$ cat config.mk
export PLATFORM = sky130hd
export DESIGN_NAME = maxmin_frame_writer
export DESIGN_NICKNAME = d
export VERILOG_FILES = /design/src/rtl/maxmin_pkg.sv /design/src/rtl/mm_group_fifo.sv /design/src/rtl/maxmin_frame_writer.sv
export SDC_FILE = /design/constraint.sdc
export NUM_CORES = 1
export LEC_CHECK = 0
export BUFFER_PORTS_ARGS = -buffer_cell sky130_fd_sc_hd__buf_2
export CAP_MARGIN = 20
export CORE_MARGIN = 4
export CORE_UTILIZATION = 35
export DETAILED_ROUTE_END_ITERATION = 8
export GPL_ROUTABILITY_DRIVEN = 0
export HOLD_SLACK_MARGIN = 0.1
export PLACE_DENSITY = 0.5
export SETUP_SLACK_MARGIN = 0.4
export SLEW_MARGIN = 15
export SYNTH_ARGS = -nofsm -noshare
export SYNTH_HDL_FRONTEND = slang
export SYNTH_SLANG_ARGS = --single-unit
$ cat constraint.sdc
create_clock -name clk -period 10.47 [get_ports clk]
set_input_delay 2.094 -clock clk [delete_from_list [all_inputs] [get_ports clk]]
set_output_delay 2.094 -clock clk [all_outputs]
set_load 0.01 [all_outputs]
$ cat src/rtl/maxmin_pkg.sv
// Shared types and constants for the max/min envelope frame writer.
package maxmin_pkg;

  localparam int unsigned LANES  = 4;
  localparam int unsigned PAIR_W = 16;
  localparam int unsigned SAMP_W = 8;

  typedef enum logic [1:0] {
    IDLE = 2'd0,
    RUN  = 2'd1,
    DONE = 2'd2
  } state_t;

  // One decimated group: element [i] is lane i as {max, min}.
  typedef logic [LANES-1:0][PAIR_W-1:0] group_t;

endpackage

$ cat src/rtl/mm_group_fifo.sv
// Show-ahead group buffer. A push while full is accepted when a pop
// happens in the same cycle; flush empties the buffer immediately.
module mm_group_fifo
  import maxmin_pkg::*;
#(
  parameter int unsigned DEPTH = 2
) (
  input  logic   i_clk,
  input  logic   i_rst_n,
  input  logic   i_push,
  input  logic   i_pop,
  input  logic   i_flush,
  input  group_t i_din,
  output group_t o_dout,
  output logic   o_full,
  output logic   o_empty
);

  localparam int unsigned AW = (DEPTH > 1) ? $clog2(DEPTH) : 1;

  group_t          r_mem [DEPTH];
  logic [AW-1:0]   r_wr_ptr;
  logic [AW-1:0]   r_rd_ptr;
  logic [AW:0]     r_count;
  logic            w_do_push;
  logic            w_do_pop;

  assign o_full    = (r_count == (AW+1)'(DEPTH));
  assign o_empty   = (r_count == '0);
  assign o_dout    = r_mem[r_rd_ptr];
  assign w_do_pop  = i_pop && !o_empty;
  assign w_do_push = i_push && (!o_full || w_do_pop);

  // Storage array; contents need no reset since occupancy gates reads.
  always_ff @(posedge i_clk) begin
    if (w_do_push) r_mem[r_wr_ptr] <= i_din;
  end

  // Pointer and occupancy tracking.
  always_ff @(posedge i_clk) begin
    if (!i_rst_n || i_flush) begin
      r_wr_ptr <= '0;
      r_rd_ptr <= '0;
      r_count  <= '0;
    end else begin
      if (w_do_push) r_wr_ptr <= r_wr_ptr + 1'b1;
      if (w_do_pop)  r_rd_ptr <= r_rd_ptr + 1'b1;
      case ({w_do_push, w_do_pop})
        2'b10:   r_count <= r_count + 1'b1;
        2'b01:   r_count <= r_count - 1'b1;
        default: r_count <= r_count;
      endcase
    end
  end

endmodule

$ cat src/rtl/maxmin_frame_writer.sv
// Buffers max/min envelope groups and serializes them into the waveform
// RAM one {max,min} pair per clock, counting pairs against an armed length.
module maxmin_frame_writer
  import maxmin_pkg::*;
#(
  parameter int unsigned ADDR_W    = 11,
  parameter int unsigned GRP_DEPTH = 2
) (
  input  logic              clk,
  input  logic              rst_n,
  input  logic              arm,
  input  logic [ADDR_W:0]   frame_len,
  input  logic              enin,
  input  logic [SAMP_W-1:0] s20max,
  input  logic [SAMP_W-1:0] s20min,
  input  logic [SAMP_W-1:0] s21max,
  input  logic [SAMP_W-1:0] s21min,
  input  logic [SAMP_W-1:0] s22max,
  input  logic [SAMP_W-1:0] s22min,
  input  logic [SAMP_W-1:0] s23max,
  input  logic [SAMP_W-1:0] s23min,
  output logic              ram_we,
  output logic [ADDR_W-1:0] ram_addr,
  output logic [PAIR_W-1:0] ram_wdata,
  output logic              busy,
  output logic              done,
  output logic              ovf
);

  localparam logic [ADDR_W:0] MAX_LEN = {1'b1, {ADDR_W{1'b0}}};

  state_t            r_state;
  logic [ADDR_W:0]   r_len;
  logic [ADDR_W:0]   r_wcnt;
  group_t            r_grp;
  logic [1:0]        r_lane;
  logic              r_active;
  logic              r_ram_we;
  logic [ADDR_W-1:0] r_ram_addr;
  logic [PAIR_W-1:0] r_ram_wdata;
  logic              r_busy;
  logic              r_done;
  logic              r_ovf;

  group_t            w_grp_in;
  group_t            w_grp_new;
  group_t            w_fifo_dout;
  logic [PAIR_W-1:0] w_pair;
  logic [ADDR_W:0]   w_len_clamp;
  logic              w_run;
  logic              w_in_valid;
  logic              w_wr;
  logic              w_load;
  logic              w_pop;
  logic              w_bypass;
  logic              w_push;
  logic              w_drop;
  logic              w_last;
  logic              w_fifo_full;
  logic              w_fifo_empty;
  state_t            w_state_nxt;

  assign w_grp_in    = {s23max, s23min, s22max, s22min, s21max, s21min, s20max, s20min};
  assign w_len_clamp = (frame_len > MAX_LEN) ? MAX_LEN : frame_len;
  assign w_run       = (r_state == RUN) && !arm;
  assign w_in_valid  = w_run && enin;
  assign w_push      = w_in_valid && !w_bypass && (!w_fifo_full || w_pop);
  assign w_drop      = w_in_valid && !w_bypass && w_fifo_full && !w_pop;
  assign w_last      = w_wr && ((r_wcnt + 1'b1) == r_len);

  mm_group_fifo #(
    .DEPTH (GRP_DEPTH)
  ) u_fifo (
    .i_clk   (clk),
    .i_rst_n (rst_n),
    .i_push  (w_push),
    .i_pop   (w_pop),
    .i_flush (arm || w_last),
    .i_din   (w_grp_in),
    .o_dout  (w_fifo_dout),
    .o_full  (w_fifo_full),
    .o_empty (w_fifo_empty)
  );

  // Pick this cycle's write source: remaining lanes, then buffered group,
  // then the incoming group directly so an idle path writes lane 0 at t+1.
  always_comb begin
    w_wr      = 1'b0;
    w_load    = 1'b0;
    w_pop     = 1'b0;
    w_bypass  = 1'b0;
    w_grp_new = w_fifo_dout;
    if (w_run) begin
      if (r_active) begin
        w_wr = 1'b1;
      end else if (!w_fifo_empty) begin
        w_wr   = 1'b1;
        w_pop  = 1'b1;
        w_load = 1'b1;
      end else if (enin) begin
        w_wr      = 1'b1;
        w_load    = 1'b1;
        w_bypass  = 1'b1;
        w_grp_new = w_grp_in;
      end
    end
    w_pair = w_load ? w_grp_new[0] : r_grp[r_lane];
  end

  // Next-state decode; arm overrides everything.
  always_comb begin
    w_state_nxt = r_state;
    if (arm) w_state_nxt = (w_len_clamp == '0) ? DONE : RUN;
    else if (w_last) w_state_nxt = DONE;
  end

  // State, status flags and latched frame length.
  always_ff @(posedge clk) begin
    if (!rst_n) begin
      r_state <= IDLE;
      r_len   <= '0;
      r_busy  <= 1'b0;
      r_done  <= 1'b0;
      r_ovf   <= 1'b0;
    end else begin
      r_state <= w_state_nxt;
      r_busy  <= (w_state_nxt == RUN);
      // done trails entry into DONE by a cycle, except a zero-length arm
      r_done  <= arm ? (w_state_nxt == DONE) : (r_state == DONE);
      if (arm) begin
        r_len <= w_len_clamp;
        r_ovf <= 1'b0;
      end else if (w_drop) begin
        r_ovf <= 1'b1;
      end
    end
  end

  // Serializer: holds the group in flight and counts written pairs.
  always_ff @(posedge clk) begin
    if (!rst_n || arm) begin
      r_grp    <= '0;
      r_lane   <= '0;
      r_active <= 1'b0;
      r_wcnt   <= '0;
    end else begin
      if (w_wr) r_wcnt <= r_wcnt + 1'b1;
      if (w_load) begin
        r_grp    <= w_grp_new;
        r_lane   <= 2'd1;
        r_active <= 1'b1;
      end else if (w_wr) begin
        r_lane <= r_lane + 1'b1;
        if (r_lane == 2'd3) r_active <= 1'b0;
      end
      if (w_last) r_active <= 1'b0;
    end
  end

  // Registered RAM write port.
  always_ff @(posedge clk) begin
    if (!rst_n) begin
      r_ram_we    <= 1'b0;
      r_ram_addr  <= '0;
      r_ram_wdata <= '0;
    end else begin
      r_ram_we <= w_wr;
      if (arm) begin
        r_ram_addr <= '0;
      end else if (w_wr) begin
        r_ram_addr  <= r_wcnt[ADDR_W-1:0];
        r_ram_wdata <= w_pair;
      end
    end
  end

  assign ram_we    = r_ram_we;
  assign ram_addr  = r_ram_addr;
  assign ram_wdata = r_ram_wdata;
  assign busy      = r_busy;
  assign done      = r_done;
  assign ovf       = r_ovf;

endmodule

; ---- After elaboration in Yosys (flattened, before gate mapping)
; Memory sizes are Yosys's and may differ from the RTL's. A register that Yosys moved wholly into a read port is not among the register bits.
; Index checks and enable logic that the tools add are counted.
[totals]
wordCells = 103
input_bits = 80
mem_count = 1
ff_bits = 128
ramBits = 128
output_inout_bits = 31
[op_classes]
n_reduce_logical = 30
order_cmp = 2
add_sub_neg = 6
n_mux = 34
n_eq_ne = 9
bitwise_logic = 2
[mem_list]
columns = memory, words, width, rd, rd_clocked_by_memory_dff, wr, line_no
row1 = u_fifo.r_mem, 2, 64, 1, 1, 1, mm_group_fifo.sv:21  ; group_t r_mem [DEPTH];
[ops]
columns = cell, n
row1 = $mux 64, 4
row2 = $bmux 16 s2, 1
row3 = $mux 16, 2
row4 = $mux 1, 22
row5 = $add 12x1->12 const B, 1
row6 = $eq 12x12->1, 1
row7 = $gt 12x12->1 const B, 1
row8 = $logic_not 12->1, 1
row9 = $mux 12, 1
row10 = $eq 2x2->1 const B, 5
row11 = $logic_and 1x1->1, 9
row12 = $eq 2x1->1 const B, 3
row13 = $logic_not 1->1, 6
row14 = $mux 2, 3
row15 = $reduce_bool 2->1, 3
row16 = $reduce_or 2->1, 3
row17 = $logic_or 1x1->1, 5
row18 = $add 2x1->2 const B, 2
row19 = $pmux 2 s2, 1
row20 = $reduce_and 2->1, 2
row21 = $lt 2x3->1 const B, 1
row22 = $add 1x1->1 const B, 2
row23 = $logic_not 2->1, 1
row24 = $not 1->1, 2
row25 = $sub 2x1->2 const B, 1

; ---- Longest topological paths before layout
; Gate-level depths: netlist (run 1).
[logic_depth]
ltp_word = 10
mapped_depth = 8
ltp_nobuf = 8

; ---- Hierarchy
; From an unflattened synthesis (run 1), not the netlist that was laid out.
[unflattened]
cells_unflattened = 909
hier_area_um2 = 11068.1
[by_module_without_submodules]
columns = module, seq_area_each_um2, cells_per_inst, area_per_inst_um2, n_inst
row1 = maxmin_frame_writer, 2482.4, 679, 5888.1, 1
row2 = mm_group_fifo, 3943.8, 230, 5180.0, 1

; ---- Worst setup path before layout (run 1)
; No wires, ideal clock.
[synth_path]
kind = input-to-reg
start = input arm
end = memory u_fifo.r_mem[0][0] (netlist bit), enable pin
path_slack_ps = 4677
t_required_ps = 9983
cell_stages = 3
t_arrival_ps = 5306
setup_time_ps = 487
path_cell_list = nor3b_4 > o211ai_1 > nor2_1
[synth_via]
elab_chain_len = 9
[synth_lines]
columns = item, line_no
row1 = "start, declared", maxmin_frame_writer.sv:11  ; input logic arm,
row2 = $logic_not 1->1 (*), maxmin_frame_writer.sv:65  ; assign w_run = (r_state == RUN) && !arm;
row3 = $logic_and 1x1->1 (*), maxmin_frame_writer.sv:65
row4 = $mux 1, maxmin_frame_writer.sv:93  ; if (w_run) begin
row5 = $logic_not 1->1, maxmin_frame_writer.sv:67  ; assign w_push = w_in_valid && !w_bypass && (!w_fifo_full || w_pop);
row6 = $logic_and 1x1->1 (2 in a row), maxmin_frame_writer.sv:67
row7 = $logic_and 1x1->1 (*), mm_group_fifo.sv:32  ; assign w_do_push = i_push && (!o_full || w_do_pop);
row8 = $mux 1 (*), mm_group_fifo.sv:36  ; if (w_do_push) r_mem[r_wr_ptr] <= i_din;
row9 = $mux 1 (implied by the code) (*), mm_group_fifo.sv:36
row10 = "end, declared", mm_group_fifo.sv:21
; Every way passes the cells marked *; elsewhere a longest branch is shown, timed or not.

; ---- Worst setup path after layout (run 1)
[layout_path]
start = input arm
end = register r_ram_wdata[7], in the netlist ram_wdata[7]
[layout_via]
elab_chain_len = 4
[layout_lines]
columns = item, line_no
row1 = $logic_not 1->1, maxmin_frame_writer.sv:65
row2 = $logic_and 1x1->1, maxmin_frame_writer.sv:65
row3 = $mux 64 / $mux 1 (equally long branches), maxmin_frame_writer.sv:93
row4 = $mux 16 / $reduce_and 2->1 (equally long branches), n/a
row5 = "end signal, assigned", maxmin_frame_writer.sv:172  ; r_ram_wdata <= w_pair;
row6 = "end, declared", maxmin_frame_writer.sv:40  ; logic [PAIR_W-1:0] r_ram_wdata;
; Several ways; a longest one is shown, not always the timed one.
; A chain may end at the register's enable or synchronous reset.

==> results of run 1 <==
==> worst max-delay path: stages <==
cell,delay [ps]
buf_2,180
nor3b_4,350
and2b_1,280
nand3_4,500
buf_4,580
o211ai_1,350
a21oi_1,100
==> routing by layer <==
layer / part of all wire [%] / global-route usage [%] / up-vias
li1: - / - / 3517
met1: 48 / 23.17 / 3462
met2: 45 / 24.82 / 157
met3: 4.7 / 2.484 / 32
met4: 1.6 / 2.912 / 0
met5: 0 / 0 / -
==> final timing paths <==
path / start / end / slack [ps] / cells after the start
max: arm / ram_wdata[7]$_SDFFE_PN0P_ / 6400 / 7
min: ram_addr[8]$_SDFFE_PP0P_ / ram_addr[8]$_SDFFE_PP0P_ / 450 / 2
max reg2reg: r_state[1]$_SDFF_PN0_ / ram_wdata[7]$_SDFFE_PN0P_ / 7820 / 6
min reg2reg: ram_addr[8]$_SDFFE_PP0P_ / ram_addr[8]$_SDFFE_PP0P_ / 450 / 2
==> area by class of cell <==
class                      instances  area [µm²]  share of cell area [%]
clock inverter                    12       111.4                  0.9009
inverter                           4       15.01                  0.1215
clock buffer                      42       855.8                   6.924
multi-input combinational        587        3822                   30.92
timing repair buffer             120       638.1                   5.162
tap                              390       488.0                   3.948
sequential                       257        6430                   52.02
==> cell usage after synthesis, types with 3 or more instances <==
library cell | n | area (µm²)
and2_1 | 3 | 18.77
nor2b_1 | 7 | 43.79
edfxtp_1 | 128 | 3844
xor2_1 | 8 | 70.07
nor4_1 | 5 | 31.28
mux2i_1 | 66 | 660.6
nand2_1 | 162 | 608.1
a22o_1 | 10 | 87.58
nor2_1 | 24 | 90.09
nor3_1 | 10 | 50.05
buf_2 | 21 | 105.1
o21ai_0 | 24 | 120.1
xnor2_1 | 23 | 201.4
nand2b_1 | 3 | 18.77
ha_1 | 3 | 37.54
inv_1 | 4 | 15.01
or3_1 | 6 | 37.54
nand4_1 | 4 | 25.02
nand3_1 | 5 | 25.02
a21oi_1 | 118 | 590.6
o211ai_1 | 66 | 495.5
dfxtp_1 | 129 | 2582
mux4_2 | 16 | 360.4
nor3_2 | 4 | 40.04
clkbuf_1 | 44 | 165.2
==> stage by stage <==
stage | setup WS, ps | area [µm²] | utilization (%) | cells | hold slack, ps
global route | 6201 | 12360 | 41.70 | 1412 | 471.5
floorplan | 4677 | 10530 | - | 918 | 433.1
global placement | 5837 | 11370 | 38.37 | 1357 | 441.5
CTS | 6380 | 12340 | 41.64 | 1411 | 455.1
finish | 6396 | 12360 | 41.70 | 1412 | 454.2
detailed placement | 5810 | 11370 | 38.37 | 1357 | 447.0
==> where the power goes <==
group	switching, µW	internal (µW)
clock	396	614
combinational	55.2	29.4
sequential	6.68	1060
==> registers in the layout, indices dropped and copies added, names as in the netlist, named ones only <==
name,cells
busy,1
done,1
ovf,1
r_active,1
r_grp,64
r_lane,2
r_len,12
r_state,2
r_wcnt,12
ram_addr,11
ram_wdata,16
ram_we,1
u_fifo.r_count,2
u_fifo.r_mem,128
u_fifo.r_rd_ptr,1
u_fifo.r_wr_ptr,1
==> kinds of logic after synthesis <==
kind of cell,share of synthesized area [%]
xor+xnor,2.580
fa+ha+maj,0.3567
simple gates,10.14
buf+inv,3.008
mux,9.700
flops,61.06
compound gates,13.16
==> layout by cell type (no fill, tap or decap), types with 2 or more instances in the layout <==
cell,synthesis,final
nor3_2,4,4
nor2_1,24,22
clkbuf_1,44,6
xnor2_1,23,23
ha_1,3,3
nor2_4,0,2
clkinv_2,0,7
buf_2,21,110
edfxtp_1,128,128
a31oi_1,2,2
mux4_2,16,16
clkbuf_16,0,30
and2_1,3,2
nor4_1,5,5
or3_1,6,6
a21oi_1,118,118
dfxtp_1,129,128
a22o_1,10,10
o21ai_0,24,24
and3_1,2,2
inv_1,4,4
nor2b_1,7,7
nand2b_1,3,2
nand2_1,162,161
nor3_1,10,10
nand4_1,4,4
clkbuf_8,0,6
mux2i_1,66,66
bufinv_16,0,2
a21boi_0,2,2
o211ai_1,66,66
nand3_1,5,4
buf_4,1,9
clkinv_1,0,2
xor2_1,8,8
==> flow_metrics.py, run 1 <==
metrics = {
    "worst_setup_path": {
        "critPathMaxFanout": 72,
        "start_kind": "input pin",
        "critical_path_arrival_ps": 4490,
        "required_ps": 10890,
        "crit_type": "input pin to flop",
        "crit_path_end_kind": "flop",
    },
    "synthesis": {
        "synth_ff_type": "dfxtp_1",
        "synth-edff-count": 128,
        "synth_cell_types": 46,
        "synth_area_um2": 10530,
        "synthCells": 918,
        "yosys_warnings": 0,
        "synth.avg_cell_area_um2": 11.47,
        "yosysSeqAreaShare_pct": 61.06,
        "ys_seq_elements": 257,
        "syn_nets": 1001,
        "synth_async_sr_flop_share_pct": 0,
    },
    "drt": {
        "via_per_inst": 5.076,
        "drt.antenna.violating_nets": 0,
        "drc_errors": 0,
        "firstDrtPassIters": 5,
        "wl_mm": 26.84,
        "drt_iter0_drc": 411,
        "wl_per_cell_um": 19.01,
        "vias": 7168,
    },
    "clocking": {
        "cts_root_buf": "clkbuf_16",
        "post_cts_resized": 0,
        "cts_tree": "yes",
        "post_cts_buffers": 0,
        "cts_buffers": 29,
        "holdBufCountCts": 0,
        "htree_levels": 1,
        "clock_path_buffers": 3,
        "numClockSinks": 257,
        "clk_pin_slew_ps": 60,
        "insertion_delay_ps": 540,
    },
    "final_layout": {
        "fill_cells": 2923,
        "fin_nets": 1082,
        "drive_gt1_share_pct": 19.37,
        "area_delta_synth_final_pct": 17.44,
        "antennaDiodeCount": 0,
    },
    "global_route": {
        "antenna_found_initial": 0,
        "grt_max_degree": 96,
        "track_usage_pct": 15.70,
        "grt_overflow": 0,
        "grt_pass1_wl_mm": 41.39,
        "grt_pass1_vias": 6994,
    },
    "floorplan": {
        "die_x_um": 181.4,
        "rows": 63,
        "initial_core_util_pct": 35.51,
        "ios": 111,
        "die_area_um2": 32910,
        "core_region_area_um2": 29640,
        "chipHeight_um": 181.4,
    },
    "power": {
        "p_leak_uw": 0.004185,
        "p_per_area_nw_per_um2": 175.1,
        "p_total_uw": 2164,
        "ir_worst_vdd_v": 0.0001139,
    },
    "timing": {
        "slew_viol_final": 0,
        "tightest_slew_ps": 1037,
        "hold_violations": 0,
        "rsz0062_at_grt": "false",
        "setup_viol": 0,
        "min_period_ps": 4074,
        "fmax_mhz": 245.5,
        "period_share_pct": 38.91,
        "slew-limit-headroom_pct": 30.75,
        "timing.setup.tns_ps": 0,
        "skew_ps": 7.044,
    },
    "run": {
        "cap_violations": 0,
    },
    "status": {
        "status": "finished clean",
    },
    "placement": {
        "port_buffers": 110,
        "hpwl_mm": 16.72,
    },
    "hold_path": {
        "min_path_type": "flop to flop",
    },
}
Power figures use the tool's default switching activity.
==> inputs of run 2 (changes only) <==
ABC_AREA = 1   (was not set)
clock period = 3.9 ns   (was 10.47 ns; I/O delays follow)
==> run 2 against run 1 <==
Compared with the run above: count of clock-buffer cells in the layout up 4; die area is 2.7% higher; design area rose by 2.3%; largest power group unchanged.
==> flow_metrics.py, run 2 <==
metrics = {
    "placement": {
        "port_buffers": 110,
        "pre_cts_slack_ps": 965.9,
        "hpwl_mm": 18.49,
    },
    "synthesis": {
        "synth_most_common_cell": "nand2_1",
        "yosysSeqAreaShare_pct": 59.40,
        "synthCells": 1123,
        "yosys_warnings": 0,
        "synth_area_um2": 10820,
        "synthTopCellsByArea": "edfxtp_1 (36%), dfxtp_1 (24%), nand2_1 (9.2%)",
        "synth_area_leader_cell": "edfxtp_1",
        "syn_nets": 1206,
        "synth-edff-count": 128,
        "synth_top_area_share_pct": 35.53,
        "synth_cell_types": 44,
        "synth.avg_cell_area_um2": 9.634,
        "synth_ff_type": "dfxtp_1",
        "synthTopCellsByCount": "nand2_1 (266), dfxtp_1 (129), edfxtp_1 (128), nand3_1 (97), a21oi_1 (96)",
        "synth_async_sr_flop_share_pct": 0,
        "ys_seq_elements": 257,
    },
    "global_route": {
        "track_usage_pct": 16.91,
        "grt_pass1_vias": 7963,
        "grt_pass1_wl_mm": 45.44,
        "grt_max_degree": 75,
        "antenna_found_initial": 0,
        "grt_overflow": 0,
    },
    "clocking": {
        "cts_buffers": 29,
        "clk_pin_slew_ps": 60,
        "post_cts_buffers": 0,
        "cts_tree": "yes",
        "cts_root_buf": "clkbuf_16",
        "holdBufCountCts": 0,
        "post_cts_resized": 0,
        "htree_levels": 1,
        "numClockSinks": 257,
        "clock_path_buffers": 3,
        "insertion_delay_ps": 540,
    },
    "floorplan": {
        "chipHeight_um": 183.8,
        "ios": 111,
        "die_area_um2": 33790,
        "die_x_um": 183.8,
        "rows": 64,
        "initial_core_util_pct": 35.46,
        "core_region_area_um2": 30510,
    },
    "worst_setup_path": {
        "slowest_stage": "nand2_4",
        "critPathMaxFanout": 64,
        "crit_type": "input pin to flop",
        "critical_path_arrival_ps": 2580,
        "crit_path_end_kind": "flop",
        "start_kind": "input pin",
        "crit_path_max_incr_delay_ps": 320,
        "crit_chain": "buf_2, nor2_4, nand2_2, inv_2, nand2_4, nor2_8, nand2_4, inv_1, nor2_1, nand2_1, nor2_4, buf_12",
        "required_ps": 4080,
    },
    "power": {
        "p_leak_uw": 0.004555,
        "p_per_area_nw_per_um2": 458.3,
        "ir_worst_vdd_v": 0.0003581,
        "p_total_uw": 5797,
    },
    "drt": {
        "drt.antenna.violating_nets": 0,
        "drc_errors": 0,
        "drt_iter0_drc": 521,
        "firstDrtPassIters": 5,
        "wl_mm": 29.06,
        "via_per_inst": 5.081,
        "vias": 8267,
        "wl_per_cell_um": 17.86,
    },
    "timing": {
        "tightest_slew_ps": 992.3,
        "slew_viol_final": 0,
        "slew-limit-headroom_pct": 33.85,
        "hold_violations": 0,
        "setup_viol": 0,
        "timing.setup.tns_ps": 0,
        "min_period_ps": 2397,
        "skew_ps": 13.15,
        "period_share_pct": 61.47,
        "setup_ws_ps": 1503,
        "rsz0062_at_grt": "false",
        "fmax_mhz": 417.1,
    },
    "final_layout": {
        "largest_register_ffs": 128,
        "area_delta_synth_final_pct": 16.91,
        "fill_cells": 3046,
        "multiInputGateArea_um2": 3820,
        "layout.cells.most_common_list": "nand2_1 (266), dfxtp_1 (128), edfxtp_1 (128)",
        "regArea_um2": 6427,
        "antennaDiodeCount": 0,
        "drive_gt1_share_pct": 17.95,
        "fin_nets": 1291,
        "final_common_cell": "nand2_1",
        "regMostFlops": "u_fifo.r_mem",
    },
    "status": {
        "status": "finished clean",
    },
    "hold_path": {
        "min_path_type": "input pin to flop",
    },
    "run": {
        "cap_violations": 0,
    },
}
[run 2: power by group]
| group | leakage [µW] | internal (µW) | switching, µW |
|---|---|---|---|
| clock | 0.000459 | 1550 | 1070 |
| sequential | 0.00220 | 2870 | 21.6 |
| combinational | 0.00190 | 90.8 | 187 |
| total | 0.00455 | 4520 | 1280 |
[run 2: cell type report]
class                   count  share of cell area, %
clock buffers              46                  7.043
clock inverters             8                 0.3067
inverters                  66                  1.959
multi-input cells         727                  30.20
flip-flops and latches    257                  50.82
well taps                 396                  3.917
repair buffers            127                  5.757
[run 2: through the flow]
step | utilization, % | hold slack, ps | std cells | cell area [µm²]
5_1_grt | 41.46 | 427.3 | 1627 | 12650
3_3_place_gp | 38.41 | 452.1 | 1573 | 11720
2_1_floorplan | - | 431.8 | 1123 | 10820
6_report | 41.46 | 444.8 | 1627 | 12650
4_1_cts | 41.46 | 416.6 | 1627 | 12650
3_5_place_dp | 38.41 | 457.1 | 1573 | 11720
[run 2: worst paths after layout]
| check | startpoint | endpoint | slack (ps) | depth (start not counted) |
|---|---|---|---|---|
| setup / recovery | arm | u_fifo.r_mem[1][13]$_DFFE_PP_ | 1500 | 12 |
| hold reg to reg | ram_addr[1]$_SDFFE_PP0P_ | ram_addr[1]$_SDFFE_PP0P_ | 460 | 2 |
| hold / removal | s22min[4] | u_fifo.r_mem[0][36]$_DFFE_PP_ | 440 | 1 |
| setup reg to reg | r_state[1]$_SDFF_PN0_ | u_fifo.r_mem[1][13]$_DFFE_PP_ | 1550 | 11 |
[run 2: critical path: cells and delay by family]
kind / cells / cell delay (ps)
simple gates: 8 / 1060
buf+inv: 4 / 630
[run 2: kinds of logic after synthesis]
kind of cell               count (synthesis)  synth area share (%)
and+or+nand+nor                          421                 16.69
DFF                                      257                 59.40
adders and majority gates                  3                0.3470
buffers and inverters                    139                 5.435
xor gates and xnor gates                   3                0.2429
AOI/OAI and AO/OA                        300                 17.89
[run 2: metal layers]
layer	track usage [%]	share of wire, %
met1	23.22	46
met2	28.65	48
met3	2.295	3.7
met4	3.845	2.1
met5	0	0
==> inputs of run 3 (changes only) <==
ABC_AREA = 0   (was 1)
clock period = 2.27 ns   (was 3.9 ns; I/O delays follow)
==> run 3 against run 2 <==
Compared with the run above: clock skew increased by 0.73 ps; cell count down 10%; register-to-register slack got worse by 1100 ps; first-iteration DRC count is 17% lower; critical path type is now flop to flop; highest routed layer unchanged.
==> flow_metrics.py, run 3 (synthesis results as in run 1) <==
metrics = {
    "floorplan": {
        "rows": 63,
        "die_area_um2": 32910,
        "core_region_area_um2": 29640,
        "initial_core_util_pct": 35.51,
        "die_x_um": 181.4,
        "ios": 111,
        "chipHeight_um": 181.4,
    },
    "worst_setup_path": {
        "cp-endpoint": "r_grp[43]$_SDFFE_PP0P_",
        "critical_path_arrival_ps": 2250,
        "crit_type": "flop to flop",
        "timing.rr.start": "r_state[1]$_SDFF_PN0_",
        "reg2regPathDepth": 7,
        "start_kind": "flop",
        "crit-reg2reg-capture": "r_grp[43]$_SDFFE_PP0P_",
        "required_ps": 2680,
        "crit_start": "r_state[1]$_SDFF_PN0_",
        "crit_path_end_kind": "flop",
        "r2r_slack_ps": 440,
        "critPathMaxFanout": 11,
    },
    "placement": {
        "dp.cells": 1381,
        "hpwl_mm": 17.91,
        "port_buffers": 110,
        "pre_cts_slack_ps": 45.35,
    },
    "drt": {
        "vias": 7457,
        "wl_mm": 28.16,
        "drt.antenna.violating_nets": 0,
        "firstDrtPassIters": 4,
        "drc_errors": 0,
        "drt_iter0_drc": 431,
        "via_per_inst": 5.108,
        "wl_per_cell_um": 19.29,
    },
    "final_layout": {
        "regMostFlops": "u_fifo.r_mem",
        "largest_register_ffs": 128,
        "area_delta_synth_final_pct": 24.74,
        "drive_gt1_share_pct": 24.30,
        "layout.cells.most_common_list": "nand2_1 (161), edfxtp_1 (128), dfxtp_1 (119)",
        "antennaDiodeCount": 0,
        "final_common_cell": "nand2_1",
        "instances_no_fill": 1460,
        "fin_nets": 1130,
    },
    "clocking": {
        "numClockSinks": 257,
        "cts_buffers": 29,
        "insertion_delay_ps": 540,
        "cts_root_buf": "clkbuf_16",
        "cts_tree": "yes",
        "htree_levels": 1,
        "clk_pin_slew_ps": 60,
        "clock_path_buffers": 3,
    },
    "timing": {
        "tightest_slew_ps": 508.3,
        "skew_ps": 13.87,
        "hold_violations": 0,
        "setup_viol": 0,
        "fmax_mhz": 545.1,
        "slew-limit-headroom_pct": 66.07,
        "setup_ws_ps": 435.6,
        "slew_viol_final": 0,
        "min_period_ps": 1834,
        "period_share_pct": 80.81,
        "timing.setup.tns_ps": 0,
        "rsz0062_at_grt": "true",
        "timing.hold.ws_ps": 120.7,
    },
    "global_route": {
        "grt_util_met2_pct": 24.99,
        "use_met1_pct": 23.97,
        "antenna_found_initial": 0,
        "busiest_layer": "met2",
        "track_usage_pct": 16.04,
        "grt_pass1_vias": 7182,
        "grtUsageMet3_pct": 2.544,
        "grt_overflow": 0,
        "grt_pass1_wl_mm": 42.39,
        "grt_max_degree": 85,
    },
    "run": {
        "cap_violations": 0,
    },
    "status": {
        "status": "finished clean",
    },
    "hold_path": {
        "holdPathStages": 1,
        "min_path_type": "input pin to flop",
    },
    "power": {
        "ir_worst_vdd_v": 0.0004774,
        "p_per_area_nw_per_um2": 741.1,
        "p_total_uw": 9730,
        "p_leak_uw": 0.004492,
    },
}
[run 3: per-stage QoR]
stage | instance area, µm² | utilization (%)
detailed placement | 11730 | 39.57
CTS | 12850 | 43.35
floorplan | 10540 | -
global route | 13130 | 44.30
global placement | 11730 | 39.57
finish | 13130 | 44.30
[run 3: worst max-delay path, cell delays in order, from the launching register on]
cell and delay, ps:
dfxtp_2 340, nor3b_4 260, and2b_2 250, nand3_4 100, buf_12 180, buf_16 150
o211ai_1 320, a21oi_1 100
[run 3: final cells by class]
class,count,area [µm²]
clock buffer,48,817.0
clock inverter,6,56.30
fill,2845,16510
inverter,4,15.01
multi-input combinational,587,3990
sequential,257,6446
tap,390,488.0
timing repair buffer,168,1316
[run 3: timing repair]
action | CTS | global route
resized for setup | 26 | 22
hold buffers | 8 | 0
gates cloned | 0 | 6
buffers inserted | 7 | 4
setup endpoints to repair | 140 | 127
pin swaps | 6 | 16
endpoints found under the hold margin | 15 | 0
[run 3: how the worst min path moves through the flow]
stage / startpoint / endpoint
3_5_place_dp: r_grp[36]$_SDFFE_PP0P_ / r_grp[36]$_SDFFE_PP0P_
3_3_place_gp: r_grp[36]$_SDFFE_PP0P_ / r_grp[36]$_SDFFE_PP0P_
4_1_cts: s21min[7] / u_fifo.r_mem[0][23]$_DFFE_PP_
2_1_floorplan: r_grp[27]$_SDFFE_PP0P_ / r_grp[27]$_SDFFE_PP0P_
5_1_grt: s23min[3] / u_fifo.r_mem[1][51]$_DFFE_PP_
6_report: s23min[3] / u_fifo.r_mem[0][51]$_DFFE_PP_
[run 3: layer usage]
metal,vias to the layer above,share of wire (%)
li1,3626,-
met1,3635,48
met2,164,46
met3,32,4.4
met4,0,1.5
met5,-,0
[run 3: power breakdown]
part / switching, µW / internal, µW / total (µW)
combinational: 282 / 197 / 479
sequential: 33.5 / 4900 / 4930
clock: 1770 / 2550 / 4320
total: 2080 / 7650 / 9730
